### src/rtl/ro_puf_eval_if.sv
// Challenge, oscillator and result bundle for ro_puf_eval.
// Defining PUF_MARGIN_EN adds the per-bit unstable flags.
interface ro_puf_eval_if #(
    parameter int SEL_W     = 5,
    parameter int CNT_W     = 16,
    parameter int WIN_W     = 16,
    parameter int RESP_BITS = 8
);
    logic                 start;
    logic [SEL_W-1:0]     chal_a;
    logic [SEL_W-1:0]     chal_b;
    logic [WIN_W-1:0]     win_len;
    logic                 ro_a;
    logic                 ro_b;
    logic [SEL_W-1:0]     sel_a;
    logic [SEL_W-1:0]     sel_b;
    logic                 busy;
    logic                 done;
    logic [RESP_BITS-1:0] response;
    logic [CNT_W-1:0]     cnt_a_last;
    logic [CNT_W-1:0]     cnt_b_last;
`ifdef PUF_MARGIN_EN
    logic [RESP_BITS-1:0] unstable;
`endif

    modport master (
        output start, chal_a, chal_b, win_len, ro_a, ro_b,
        input  sel_a, sel_b, busy, done, response, cnt_a_last, cnt_b_last
`ifdef PUF_MARGIN_EN
        , input unstable
`endif
    );

    modport slave (
        input  start, chal_a, chal_b, win_len, ro_a, ro_b,
        output sel_a, sel_b, busy, done, response, cnt_a_last, cnt_b_last
`ifdef PUF_MARGIN_EN
        , output unstable
`endif
    );
endinterface

### src/rtl/ro_puf_eval.sv
// Ring-oscillator PUF response generator: per bit, select an oscillator pair,
// count edges over a window, compare. PUF_MARGIN_EN adds per-bit unstable flags.
module ro_puf_eval #(
    parameter int SEL_W      = 5,
    parameter int CNT_W      = 16,
    parameter int WIN_W      = 16,
    parameter int RESP_BITS  = 8,
    parameter int SETTLE_CYC = 4
`ifdef PUF_MARGIN_EN
    , parameter int MARGIN   = 8
`endif
) (
    input  logic          clk,
    input  logic          rst_n,
    ro_puf_eval_if.slave  bus
);
    localparam int IDX_W = (RESP_BITS > 1) ? $clog2(RESP_BITS) : 1;

    typedef enum logic [2:0] {IDLE, SETTLE, MEASURE, COMPARE, DONE} state_t;

    state_t               state_q, state_d;
    logic                 busy, done;
    logic [SEL_W-1:0]     sel_a_q, sel_b_q;
    logic [WIN_W-1:0]     win_q, tmr_q;
    logic [IDX_W-1:0]     idx_q;
    logic [RESP_BITS-1:0] resp_q;
    logic [CNT_W-1:0]     cnt_a_q, cnt_b_q, last_a_q, last_b_q;
    logic [2:0]           sync_a, sync_b;
    logic                 rise_a, rise_b;
`ifdef PUF_MARGIN_EN
    logic [RESP_BITS-1:0] unst_q;
    logic [CNT_W-1:0]     diff;
    assign diff = (cnt_a_q > cnt_b_q) ? cnt_a_q - cnt_b_q : cnt_b_q - cnt_a_q;
    assign bus.unstable = unst_q;
`endif

    // sync[1] is the second synchroniser stage, sync[2] the edge-detect stage
    assign rise_a = sync_a[1] & ~sync_a[2];
    assign rise_b = sync_b[1] & ~sync_b[2];

    always_ff @(posedge clk or posedge rst_n) begin
        if (rst_n) begin
            sync_a <= '0;
            sync_b <= '0;
        end else begin
            sync_a <= {sync_a[1:0], bus.ro_a};
            sync_b <= {sync_b[1:0], bus.ro_b};
        end
    end

    always_ff @(posedge clk or posedge rst_n) begin
        if (rst_n) state_q <= IDLE;
        else       state_q <= state_d;
    end

    always_comb begin
        state_d = state_q;
        busy    = 1'b0;
        done    = 1'b0;
        case (state_q)
            IDLE:    if (bus.start) state_d = SETTLE;
            SETTLE: begin
                busy = 1'b1;
                if (tmr_q == WIN_W'(SETTLE_CYC - 1)) state_d = MEASURE;
            end
            MEASURE: begin
                busy = 1'b1;
                if (tmr_q == win_q - 1'b1) state_d = COMPARE;
            end
            COMPARE: begin
                busy    = 1'b1;
                state_d = (idx_q == IDX_W'(RESP_BITS - 1)) ? DONE : SETTLE;
            end
            DONE: begin
                done    = 1'b1;
                state_d = IDLE;
            end
            default: state_d = IDLE;
        endcase
    end

    always_ff @(posedge clk or posedge rst_n) begin
        if (rst_n) begin
            sel_a_q  <= '0;
            sel_b_q  <= '0;
            win_q    <= '0;
            tmr_q    <= '0;
            idx_q    <= '0;
            resp_q   <= '0;
            cnt_a_q  <= '0;
            cnt_b_q  <= '0;
            last_a_q <= '0;
            last_b_q <= '0;
`ifdef PUF_MARGIN_EN
            unst_q   <= '0;
`endif
        end else begin
            case (state_q)
                IDLE: if (bus.start) begin
                    sel_a_q <= bus.chal_a;
                    sel_b_q <= bus.chal_b;
                    win_q   <= (bus.win_len == '0) ? WIN_W'(1) : bus.win_len;
                    tmr_q   <= '0;
                    idx_q   <= '0;
                    resp_q  <= '0;
`ifdef PUF_MARGIN_EN
                    unst_q  <= '0;
`endif
                end
                SETTLE: begin
                    cnt_a_q <= '0;
                    cnt_b_q <= '0;
                    tmr_q   <= (state_d != state_q) ? '0 : tmr_q + 1'b1;
                end
                MEASURE: begin
                    tmr_q <= (state_d != state_q) ? '0 : tmr_q + 1'b1;
                    if (rise_a && cnt_a_q != '1) cnt_a_q <= cnt_a_q + 1'b1;
                    if (rise_b && cnt_b_q != '1) cnt_b_q <= cnt_b_q + 1'b1;
                end
                COMPARE: begin
                    resp_q[idx_q] <= (cnt_a_q > cnt_b_q);
`ifdef PUF_MARGIN_EN
                    unst_q[idx_q] <= (diff < CNT_W'(MARGIN));
`endif
                    last_a_q <= cnt_a_q;
                    last_b_q <= cnt_b_q;
                    // sel tracks chal + i by incrementing in step with i
                    if (state_d == SETTLE) begin
                        idx_q   <= idx_q + 1'b1;
                        sel_a_q <= sel_a_q + 1'b1;
                        sel_b_q <= sel_b_q + 1'b1;
                    end
                end
                default: ;
            endcase
        end
    end

    assign bus.sel_a      = sel_a_q;
    assign bus.sel_b      = sel_b_q;
    assign bus.busy       = busy;
    assign bus.done       = done;
    assign bus.response   = resp_q;
    assign bus.cnt_a_last = last_a_q;
    assign bus.cnt_b_last = last_b_q;
endmodule

### src/flat_wrapper.sv
// flat-port wrapper written by rule: the top's interface ports become plain ports
module ro_puf_eval_flat 
#(
    parameter int SEL_W      = 5,
    parameter int CNT_W      = 16,
    parameter int WIN_W      = 16,
    parameter int RESP_BITS  = 8,
    parameter int SETTLE_CYC = 4

)
  (clk, rst_n, bus_start, bus_chal_a, bus_chal_b, bus_win_len, bus_ro_a, bus_ro_b, bus_sel_a, bus_sel_b, bus_busy, bus_done, bus_response, bus_cnt_a_last, bus_cnt_b_last);
  ro_puf_eval_if #(.SEL_W(SEL_W), .CNT_W(CNT_W), .WIN_W(WIN_W), .RESP_BITS(RESP_BITS)) bus_i ();
  input  logic clk;
  input  logic rst_n;
  input wire logic [$bits(bus_i.start)-1:0] bus_start;
  input wire logic [$bits(bus_i.chal_a)-1:0] bus_chal_a;
  input wire logic [$bits(bus_i.chal_b)-1:0] bus_chal_b;
  input wire logic [$bits(bus_i.win_len)-1:0] bus_win_len;
  input wire logic [$bits(bus_i.ro_a)-1:0] bus_ro_a;
  input wire logic [$bits(bus_i.ro_b)-1:0] bus_ro_b;
  output wire logic [$bits(bus_i.sel_a)-1:0] bus_sel_a;
  output wire logic [$bits(bus_i.sel_b)-1:0] bus_sel_b;
  output wire logic [$bits(bus_i.busy)-1:0] bus_busy;
  output wire logic [$bits(bus_i.done)-1:0] bus_done;
  output wire logic [$bits(bus_i.response)-1:0] bus_response;
  output wire logic [$bits(bus_i.cnt_a_last)-1:0] bus_cnt_a_last;
  output wire logic [$bits(bus_i.cnt_b_last)-1:0] bus_cnt_b_last;
  assign bus_i.start = bus_start;
  assign bus_i.chal_a = bus_chal_a;
  assign bus_i.chal_b = bus_chal_b;
  assign bus_i.win_len = bus_win_len;
  assign bus_i.ro_a = bus_ro_a;
  assign bus_i.ro_b = bus_ro_b;
  assign bus_sel_a = bus_i.sel_a;
  assign bus_sel_b = bus_i.sel_b;
  assign bus_busy = bus_i.busy;
  assign bus_done = bus_i.done;
  assign bus_response = bus_i.response;
  assign bus_cnt_a_last = bus_i.cnt_a_last;
  assign bus_cnt_b_last = bus_i.cnt_b_last;
  ro_puf_eval #(.SEL_W(SEL_W), .CNT_W(CNT_W), .WIN_W(WIN_W), .RESP_BITS(RESP_BITS), .SETTLE_CYC(SETTLE_CYC)) u_core (.clk(clk), .rst_n(rst_n), .bus(bus_i));
endmodule
### config.mk
export PLATFORM = sky130hd
export DESIGN_NAME = ro_puf_eval_flat
export DESIGN_NICKNAME = d
export VERILOG_FILES = /design/src/rtl/ro_puf_eval_if.sv /design/src/rtl/ro_puf_eval.sv /design/src/flat_wrapper.sv
export SDC_FILE = /design/constraint.sdc
export NUM_CORES = 1
export LEC_CHECK = 0
export CAP_MARGIN = 20
export CORE_ASPECT_RATIO = 1.5
export CORE_UTILIZATION = 42
export CTS_BUF_LIST = sky130_fd_sc_hd__clkbuf_16
export DETAILED_ROUTE_END_ITERATION = 8
export PLACE_DENSITY_LB_ADDON = 0.2
export SYNTH_ARGS = -nofsm -noshare
export SYNTH_HDL_FRONTEND = slang
export SYNTH_SLANG_ARGS = --single-unit
### constraint.sdc
create_clock -name clk -period 4.5 [get_ports clk]
set_clock_uncertainty 0.05 [all_clocks]
set_input_delay 1.125 -clock clk [delete_from_list [all_inputs] [get_ports clk]]
set_output_delay 1.125 -clock clk [all_outputs]
set_load 0.005 [all_outputs]
# ---- Yosys cells after proc, flatten, opt, wreduce, memory -nomap -nowiden
# Index checks and enable logic that the tools add are counted.
dict set report classes {
  mux 29
  n_lt_le_gt_ge 3
  n_bitwise 4
  n_addsub 7
  n_eq_ne 15
  n_reduce_logical 16
}
# op count
set ops {}
lappend ops {{$pmux W16 S2} 3}
lappend ops {{$mux W16} 5}
lappend ops {{$add A16 B1 Y16 const B} 3}
lappend ops {{$ne A16 B16 Y1 const B} 2}
lappend ops {{$mux W5} 4}
lappend ops {{$pmux W5 S2} 2}
lappend ops {{$mux W3} 6}
lappend ops {{$eq A16 B16 Y1} 1}
lappend ops {{$eq A16 B2 Y1 const B} 1}
lappend ops {{$gt A16 B16 Y1} 1}
lappend ops {{$logic_not A16 Y1} 1}
lappend ops {{$pmux W8 S2} 1}
lappend ops {{$sub A16 B1 Y16 const B} 1}
lappend ops {{$pmux W3 S4} 1}
lappend ops {{$add A5 B1 Y5 const B} 2}
lappend ops {{$reduce_and A2 Y1} 5}
lappend ops {{$bwmux W8} 1}
lappend ops {{$mux W8} 1}
lappend ops {{$eq A3 B1 Y1 const B} 2}
lappend ops {{$eq A3 B2 Y1 const B} 2}
lappend ops {{$eq A3 B3 Y1 const B} 2}
lappend ops {{$ne A2 B1 Y1 const B} 3}
lappend ops {{$pmux W3 S2} 1}
lappend ops {{$reduce_bool A2 Y1} 3}
lappend ops {{14 further kinds} 20}
dict set report word_totals {
  word_cells 87
  register_bits 126
  input_bits 31
  output_inout_bits 52
}

# ---- Longest topological paths before layout
# Gate-level depths: netlist of run 1.
dict set report logic_depth {
  ltp_word 7
  depth_mapped 10
  mapped_depth_nobuf 9
}

# ---- Least setup slack after synthesis of run 1
# No wires, ideal clock.
dict set report synth_path {
  path_type {reg2reg}
  start {register u_core.cnt_a_q[9]}
  end {register u_core.resp_q[0], in the netlist u_core.bus.response[0]}
  period_less_slack_ns 2.493
  slack_ns 2.007
  t_required_ns 4.299
  arrival_time_ns 2.292
  setup_time_ns 0.151
  path_buffers 0
  path_stages_with_launch 9
  cell_sequence {dfrtp_1 -> ha_1 -> a21o_1 -> a21o_1 -> a21o_1 -> a2111oi_0 -> nor4b_1 -> a211oi_1 -> o21ai_0}
}
dict set report synth_between {
  elab_chain_len 3
}
# element line
set synth_rtl {}
lappend synth_rtl {{start, declared} ro_puf_eval.sv:27} ;# logic [CNT_W-1:0] cnt_a_q, cnt_b_q, last_a_q, last_b_q;
lappend synth_rtl {{start signal, assigned} ro_puf_eval.sv:117} ;# if (rise_a && cnt_a_q != '1) cnt_a_q <= cnt_a_q + 1'b1;
lappend synth_rtl {{$gt A16 B16 Y1} ro_puf_eval.sv:121} ;# resp_q[idx_q] <= (cnt_a_q > cnt_b_q);
lappend synth_rtl {{$bwmux W8} ro_puf_eval.sv:121}
lappend synth_rtl {{$pmux W8 S2} ro_puf_eval.sv:98} ;# case (state_q)
lappend synth_rtl {{end signal, assigned by index} ro_puf_eval.sv:121}
lappend synth_rtl {{end, declared} ro_puf_eval.sv:26} ;# logic [RESP_BITS-1:0] resp_q;
# No other way between the ends.
# A chain may end at the register's enable or synchronous reset.

# ---- Worst setup path after layout of run 1
dict set report layout_path {
  start {register u_core.cnt_a_q[9]}
  end {register u_core.resp_q[2], in the netlist u_core.bus.response[2]}
}
# The elaborated chain is that of the path after synthesis.

==> impl_metrics.env, run 1 <==
export IMPL_status="finished clean"
export IMPL_power_total_uw=4240
export IMPL_setup_tns_ns=0
export IMPL_dieHeight_um=156
export IMPL_core_area_mm2=0.0156
export IMPL_nets=869
export IMPL_p_comb_frac=0.293
export IMPL_tightest_slew_ns=0.992
export IMPL_grt_pass1_vias=5722
export IMPL_clock_latency_ns=0.41
export IMPL_fill_cells=1463
export IMPL_first_pass_iters=5
export IMPL_fp_row_count=56
export IMPL_vias_per_cell=5.48
export IMPL_dp_hpwl_mm=12.2
export IMPL_final_core_util=0.535
export IMPL_hold_path_class="flip-flop to flip-flop"
export IMPL_grt_max_degree=48
export IMPL_synth_seq_area_share=0.472
export IMPL_antenna_cells=0
export IMPL_clockRootBuffer="clkbuf_16"
export IMPL_area_growth_pct=24.7
export IMPL_gp_congestion=0.920
export IMPL_cap_violations=0
export IMPL_p_switching_uw=1510
export IMPL_synth_area_leaders="dfrtp_1 47%, nand2_1 8.5%, ha_1 4.5%"
export IMPL_final_max_slew_viol_count=0
export IMPL_ys_top_cells_by_count="151 x nand2_1, 126 x dfrtp_1, 56 x nor2_1"
export IMPL_synth_seq_cells=126
export IMPL_ant_nets=0
export IMPL_cts_buffers=17
export IMPL_antenna_found_initial=0
export IMPL_cts_resized=0
export IMPL_die_w_um=105
export IMPL_path_clk_slew_ns=0.06
export IMPL_yosysTopAreaCellShare=0.472
export IMPL_finalCriticalPeriod_ns=3.06
export IMPL_hold_buffers=0
export IMPL_htreeDepth=4
export IMPL_hold_viol_final=0
export IMPL_synth_top_area_cell="dfrtp_1"
export IMPL_crit_fanout=8
export IMPL_p_seq_frac=0.369
export IMPL_clock_sinks=126
export IMPL_syn_nets=794
export IMPL_grt_pass1_wl_mm=28.3
export IMPL_drt_total_wl_mm=17.1
export IMPL_syn_area_mm2=0.00668
export IMPL_synth_edff_count=0
export IMPL_cp_start_kind="flip-flop"
export IMPL_cp_arrival_ns=3.24
export IMPL_fmax_ghz=0.326
export IMPL_ys_types=60
export IMPL_p_clk_frac=0.338
export IMPL_rsz0062_at_grt="false"
export IMPL_yosysWarnings=0
export IMPL_drive_above_1_share=0.0726
export IMPL_internal_power_uw=2720
export IMPL_cts_buffer_depth=2
export IMPL_grt_overflow=0
export IMPL_synth_most_common_cell="nand2_1"
export IMPL_postCtsSetupBuffers=0
export IMPL_tritoncts="done"
export IMPL_io_pins=83
export IMPL_start_util=0.429
export IMPL_vdd_ir_drop_max_mv=0.245
export IMPL_p_leak_uw=0.00375
export IMPL_routedWlPerCell_um=16.7
export IMPL_period_share=0.681
export IMPL_swShare=0.357
export IMPL_drtIter0Drc=269
export IMPL_num_vias=5636
export IMPL_power_density_mw_per_mm2=509
export IMPL_required_ns=4.68
export IMPL_synthFlopType="dfrtp_1"
export IMPL_drc=0
export IMPL_synth_area_per_cell_um2=9.03
export IMPL_endpoint_kind="flip-flop"
export IMPL_postSynthCellCount=739
export IMPL_crit_type="flip-flop to flip-flop"
export IMPL_grt_util_all_layers=0.220
export IMPL_io_buffer_count=82
export IMPL_slew_headroom=0.335
export IMPL_final_setup_viol_count=0
export IMPL_async_flop_share=1.00
export IMPL_dieArea_mm2=0.0164
## registers in the layout (all words and copies together) (netlist names), 5 cells and up
register               count
u_core.bus.response        8
u_core.cnt_b_q            16
u_core.bus.sel_b           5
u_core.tmr_q              16
u_core.win_q              16
u_core.cnt_a_q            16
u_core.bus.sel_a           5
u_core.bus.cnt_b_last     16
u_core.bus.cnt_a_last     16
## layout make-up
| type | count | area [µm²] | share of cell area |
|---|---|---|---|
| Clock buffer | 17 | 425 | 0.0511 |
| Clock inverter | 14 | 191 | 0.0230 |
| Inverter | 22 | 86.3 | 0.0104 |
| Multi-Input combinational cell | 553 | 3300 | 0.397 |
| Sequential cell | 126 | 3150 | 0.379 |
| Tap cell | 203 | 254 | 0.0305 |
| Timing Repair Buffer | 94 | 911 | 0.109 |
## final timing paths
check	from	end	slack [ns]	cells after the start
max	u_core.cnt_a_q[9]$_DFFE_PP0P_	u_core.bus.response[2]$_DFFE_PP0P_	1.44	8
min	u_core.sync_a[0]$_DFF_PP0_	u_core.sync_a[1]$_DFF_PP0_	0.30	0
max reg2reg	u_core.cnt_a_q[9]$_DFFE_PP0P_	u_core.bus.response[2]$_DFFE_PP0P_	1.44	8
min reg2reg	u_core.sync_a[0]$_DFF_PP0_	u_core.sync_a[1]$_DFF_PP0_	0.30	0
max in group asynchronous	rst_n	u_core.bus.sel_b[0]$_DFFE_PP0P_	2.25	3
min in group asynchronous	rst_n	u_core.bus.sel_a[4]$_DFFE_PP0P_	1.19	2
## metal layers
| metal | vias up | track usage | wire, µm |
|---|---|---|---|
| met1 | 2727 | 0.239 | 6610 |
| met2 | 152 | 0.408 | 9320 |
| met3 | 37 | 0.0404 | 607 |
| met4 | 0 | 0.112 | 611 |
| met5 | - | 0 | 0 |
| li1 | 2720 | - | - |
## power groups by stage
stage	Combinational, µW	Sequential, µW	Clock, µW
detailed placement	1240	1580	0
global placement	1200	1570	0
global route	1380	1590	1510
floorplan	845	1480	0
finish	1240	1560	1430
CTS	1250	1560	1460
## critical path: stages, from the launching register on
cell and delay (ns):
dfrtp_1 0.44, ha_1 0.32, a21o_1 0.18, a21o_1 0.17, a21o_1 0.17, a2111oi_0 0.40, nor4b_1 0.10, a211oi_1 0.79
o21ai_0 0.26
## metrics by stage
stage / cells / setup WS, ns / hold WS (ns) / area, µm²
after global routing: 1029 / 1.12 / 0.316 / 8320
final: 1029 / 1.44 / 0.302 / 8320
after CTS: 1029 / 1.35 / 0.304 / 8320
after detailed placement: 998 / 1.41 / 0.290 / 7710
after global placement: 998 / 1.51 / 0.283 / 7710
after floorplan: 739 / 1.77 / 0.281 / 6680
## placed cells by master (no fill, tap or decap), types with 12 or more instances in the layout
| master | n |
|---|---|
| clkbuf_16 | 17 |
| o21ai_0 | 48 |
| nor2_1 | 56 |
| a21oi_1 | 17 |
| and3_1 | 15 |
| ha_1 | 24 |
| xor2_1 | 14 |
| dfrtp_1 | 126 |
| inv_1 | 21 |
| buf_4 | 12 |
| clkdlybuf4s50_1 | 82 |
| xnor2_1 | 31 |
| a21o_1 | 15 |
| nor3_1 | 20 |
| nand2_1 | 151 |
| nand3_1 | 31 |
## kinds of logic (layout without fill, tap and decap cells)
| family | after synthesis | count (layout) | synth area share |
|---|---|---|---|
| compound gates | 122 | 122 | 0.118 |
| flops | 126 | 126 | 0.472 |
| xor+xnor | 45 | 45 | 0.0590 |
| simple gates | 356 | 356 | 0.261 |
| buf+inv | 60 | 147 | 0.0349 |
| mux | 6 | 6 | 0.00937 |
| fa+ha+maj | 24 | 24 | 0.0450 |
Note: power is estimated with default switching activity, not from simulation.
==> run 2: changes to the inputs <==
==> constraint.sdc (replaced) <==
create_clock -name clk -period 3 [get_ports clk]
set_clock_uncertainty 0.05 [all_clocks]
set_input_delay 0.75 -clock clk [delete_from_list [all_inputs] [get_ports clk]]
set_output_delay 0.75 -clock clk [all_outputs]
set_load 0.005 [all_outputs]
==> run 2 against run 1 <==
Count of clock-buffer cells in the layout is the same; final cell count grew 0.29%; setup slack lost 1.2 ns; combinational power grew 56%; die area is the same; utilization shrank 0.13 points; sequential power grew 48%; clock power grew 35%; via count is the same.
==> impl_metrics.env, run 2 (synthesized netlist as in run 1, its figures left out) <==
export IMPL_status="finished clean"
export IMPL_path_clk_slew_ns=0.05
export IMPL_vdd_ir_drop_max_mv=0.406
export IMPL_dieArea_mm2=0.0164
export IMPL_fp_row_count=56
export IMPL_area_growth_pct=24.4
export IMPL_fmax_ghz=0.367
export IMPL_dpl_instance_area_mm2=0.00774
export IMPL_cp_arrival_ns=2.96
export IMPL_multi_input_area_mm2=0.00330
export IMPL_drtIter0Drc=259
export IMPL_io_pins=83
export IMPL_hold_slack_ns=0.304
export IMPL_top_usage_layer="met2"
export IMPL_mostFrequentLayoutCells="151 x nand2_1, 126 x dfrtp_1, 82 x clkdlybuf4s50_1, 56 x nor2_1, 48 x o21ai_0"
export IMPL_grt_util_all_layers=0.222
export IMPL_gp_congestion=0.886
export IMPL_endpoint_kind="flip-flop"
export IMPL_p_leak_uw=0.00374
export IMPL_period_share=0.908
export IMPL_cts_buffer_depth=2
export IMPL_holdPathStages=0
export IMPL_slowest_delay_ns=0.53
export IMPL_hold_viol_final=0
export IMPL_globalRouteMet3Util=0.0433
export IMPL_required_ns=3.24
export IMPL_power_total_uw=6180
export IMPL_reg2regPathDepth=8
export IMPL_finalCriticalPeriod_ns=2.72
export IMPL_final_setup_viol_count=0
export IMPL_core_area_mm2=0.0156
export IMPL_clockRootBuffer="clkbuf_16"
export IMPL_start_util=0.429
export IMPL_cap_violations=0
export IMPL_clock_sinks=126
export IMPL_slew_headroom=0.480
export IMPL_cp_cell_sequence="nor3b_2 -> nand3_1 -> nor3_1 -> o2111ai_1 -> nor4_2 -> buf_4 -> nor2_2 -> a221o_1"
export IMPL_drt_total_wl_mm=17.0
export IMPL_rsz0062_at_grt="false"
export IMPL_grt_overflow=0
export IMPL_io_buffer_count=82
export IMPL_fill_cells=1431
export IMPL_tritoncts="done"
export IMPL_num_vias=5636
export IMPL_drive_above_1_share=0.0748
export IMPL_vias_per_cell=5.46
export IMPL_first_pass_iters=7
export IMPL_crit_type="flip-flop to flip-flop"
export IMPL_tightest_slew_ns=0.777
export IMPL_critPathSlowestCell="nor3b_2"
export IMPL_power_density_mw_per_mm2=744
export IMPL_grt_pass1_vias=5671
export IMPL_ant_nets=0
export IMPL_final_max_slew_viol_count=0
export IMPL_die_w_um=105
export IMPL_antenna_cells=0
export IMPL_hold_path_class="flip-flop to flip-flop"
export IMPL_setup_tns_ns=0
export IMPL_drc=0
export IMPL_routedWlPerCell_um=16.5
export IMPL_grt_max_degree=127
export IMPL_dp_hpwl_mm=12.3
export IMPL_use_met1=0.238
export IMPL_seqCellArea_mm2=0.00315
export IMPL_stdcell_area_mm2=0.00830
export IMPL_crit_fanout=20
export IMPL_dieHeight_um=156
export IMPL_postCtsSetupBuffers=0
export IMPL_antenna_found_initial=0
export IMPL_use_met2=0.406
export IMPL_grt_pass1_wl_mm=28.2
export IMPL_cp_start_kind="flip-flop"
export IMPL_cts_buffers=17
export IMPL_clock_latency_ns=0.41
export IMPL_htreeDepth=4
export IMPL_final_common_cell="nand2_1"
export IMPL_nets=873
-- run 2: cell types whose count changed in the layout (fill, tap and decap cells not counted), sizes merged --
cell | previous run | this run
buf | 12 | 16
bufinv | 4 | 2
inv | 23 | 22
clkinv | 6 | 5
clkinvlp | 3 | 6
-- run 2: per-stage QoR --
| step | utilization | setup WS, ns | cells |
|---|---|---|---|
| after floorplan | - | 0.507 | 739 |
| after global placement | 0.498 | 0.339 | 1002 |
| after detailed placement | 0.498 | 0.280 | 1002 |
| after CTS | 0.533 | 0.276 | 1032 |
| after global routing | 0.534 | 0.0243 | 1032 |
| final | 0.534 | 0.277 | 1032 |
-- run 2: final cells by class --
cell class,count,area share
clock inverters,13,0.0154
multi-input cells,553,0.398
well taps,203,0.0306
repair buffers,98,0.115
clock buffers,17,0.0512
flip-flops and latches,126,0.380
inverters,22,0.0104
-- run 2: critical path: cells and delay by family (launching register included) --
family	cells	cell delay (ns)
AOI/OAI and AO/OA	2	0.54
and+or+nand+nor	5	1.23
DFF	1	0.51
buffers and inverters	1	0.28
-- run 2: worst paths after layout --
kind	from	end	slack, ns
setup / recovery	u_core.state_q[2]$_DFF_PP0_	u_core.tmr_q[5]$_DFFE_PP0P_	0.28
hold / removal	u_core.sync_a[0]$_DFF_PP0_	u_core.sync_a[1]$_DFF_PP0_	0.30
setup reg to reg	u_core.state_q[2]$_DFF_PP0_	u_core.tmr_q[5]$_DFFE_PP0P_	0.28
hold reg to reg	u_core.sync_a[0]$_DFF_PP0_	u_core.sync_a[1]$_DFF_PP0_	0.30
max in group asynchronous	rst_n	u_core.state_q[1]$_DFF_PP0_	1.49
min in group asynchronous	rst_n	u_core.bus.sel_a[1]$_DFFE_PP0P_	0.77
-- run 2: timing repair --
item                       in CTS  in global routing
gates resized for setup         0                  1
hold buffers                    0                  0
setup endpoints to repair       0                  2
-- run 2: power by group --
group          leakage [µW]  switching [µW]  internal (µW)
clock              0.000259             736           1200
sequential          0.00170             366           1950
combinational       0.00179            1130            801
-- run 2: metal layers --
layer  up-vias  part of all wire
met1      2738              0.39
met3        44             0.031
met4         0             0.040
met5         -                 0
li1       2712                 -
met2       142              0.53
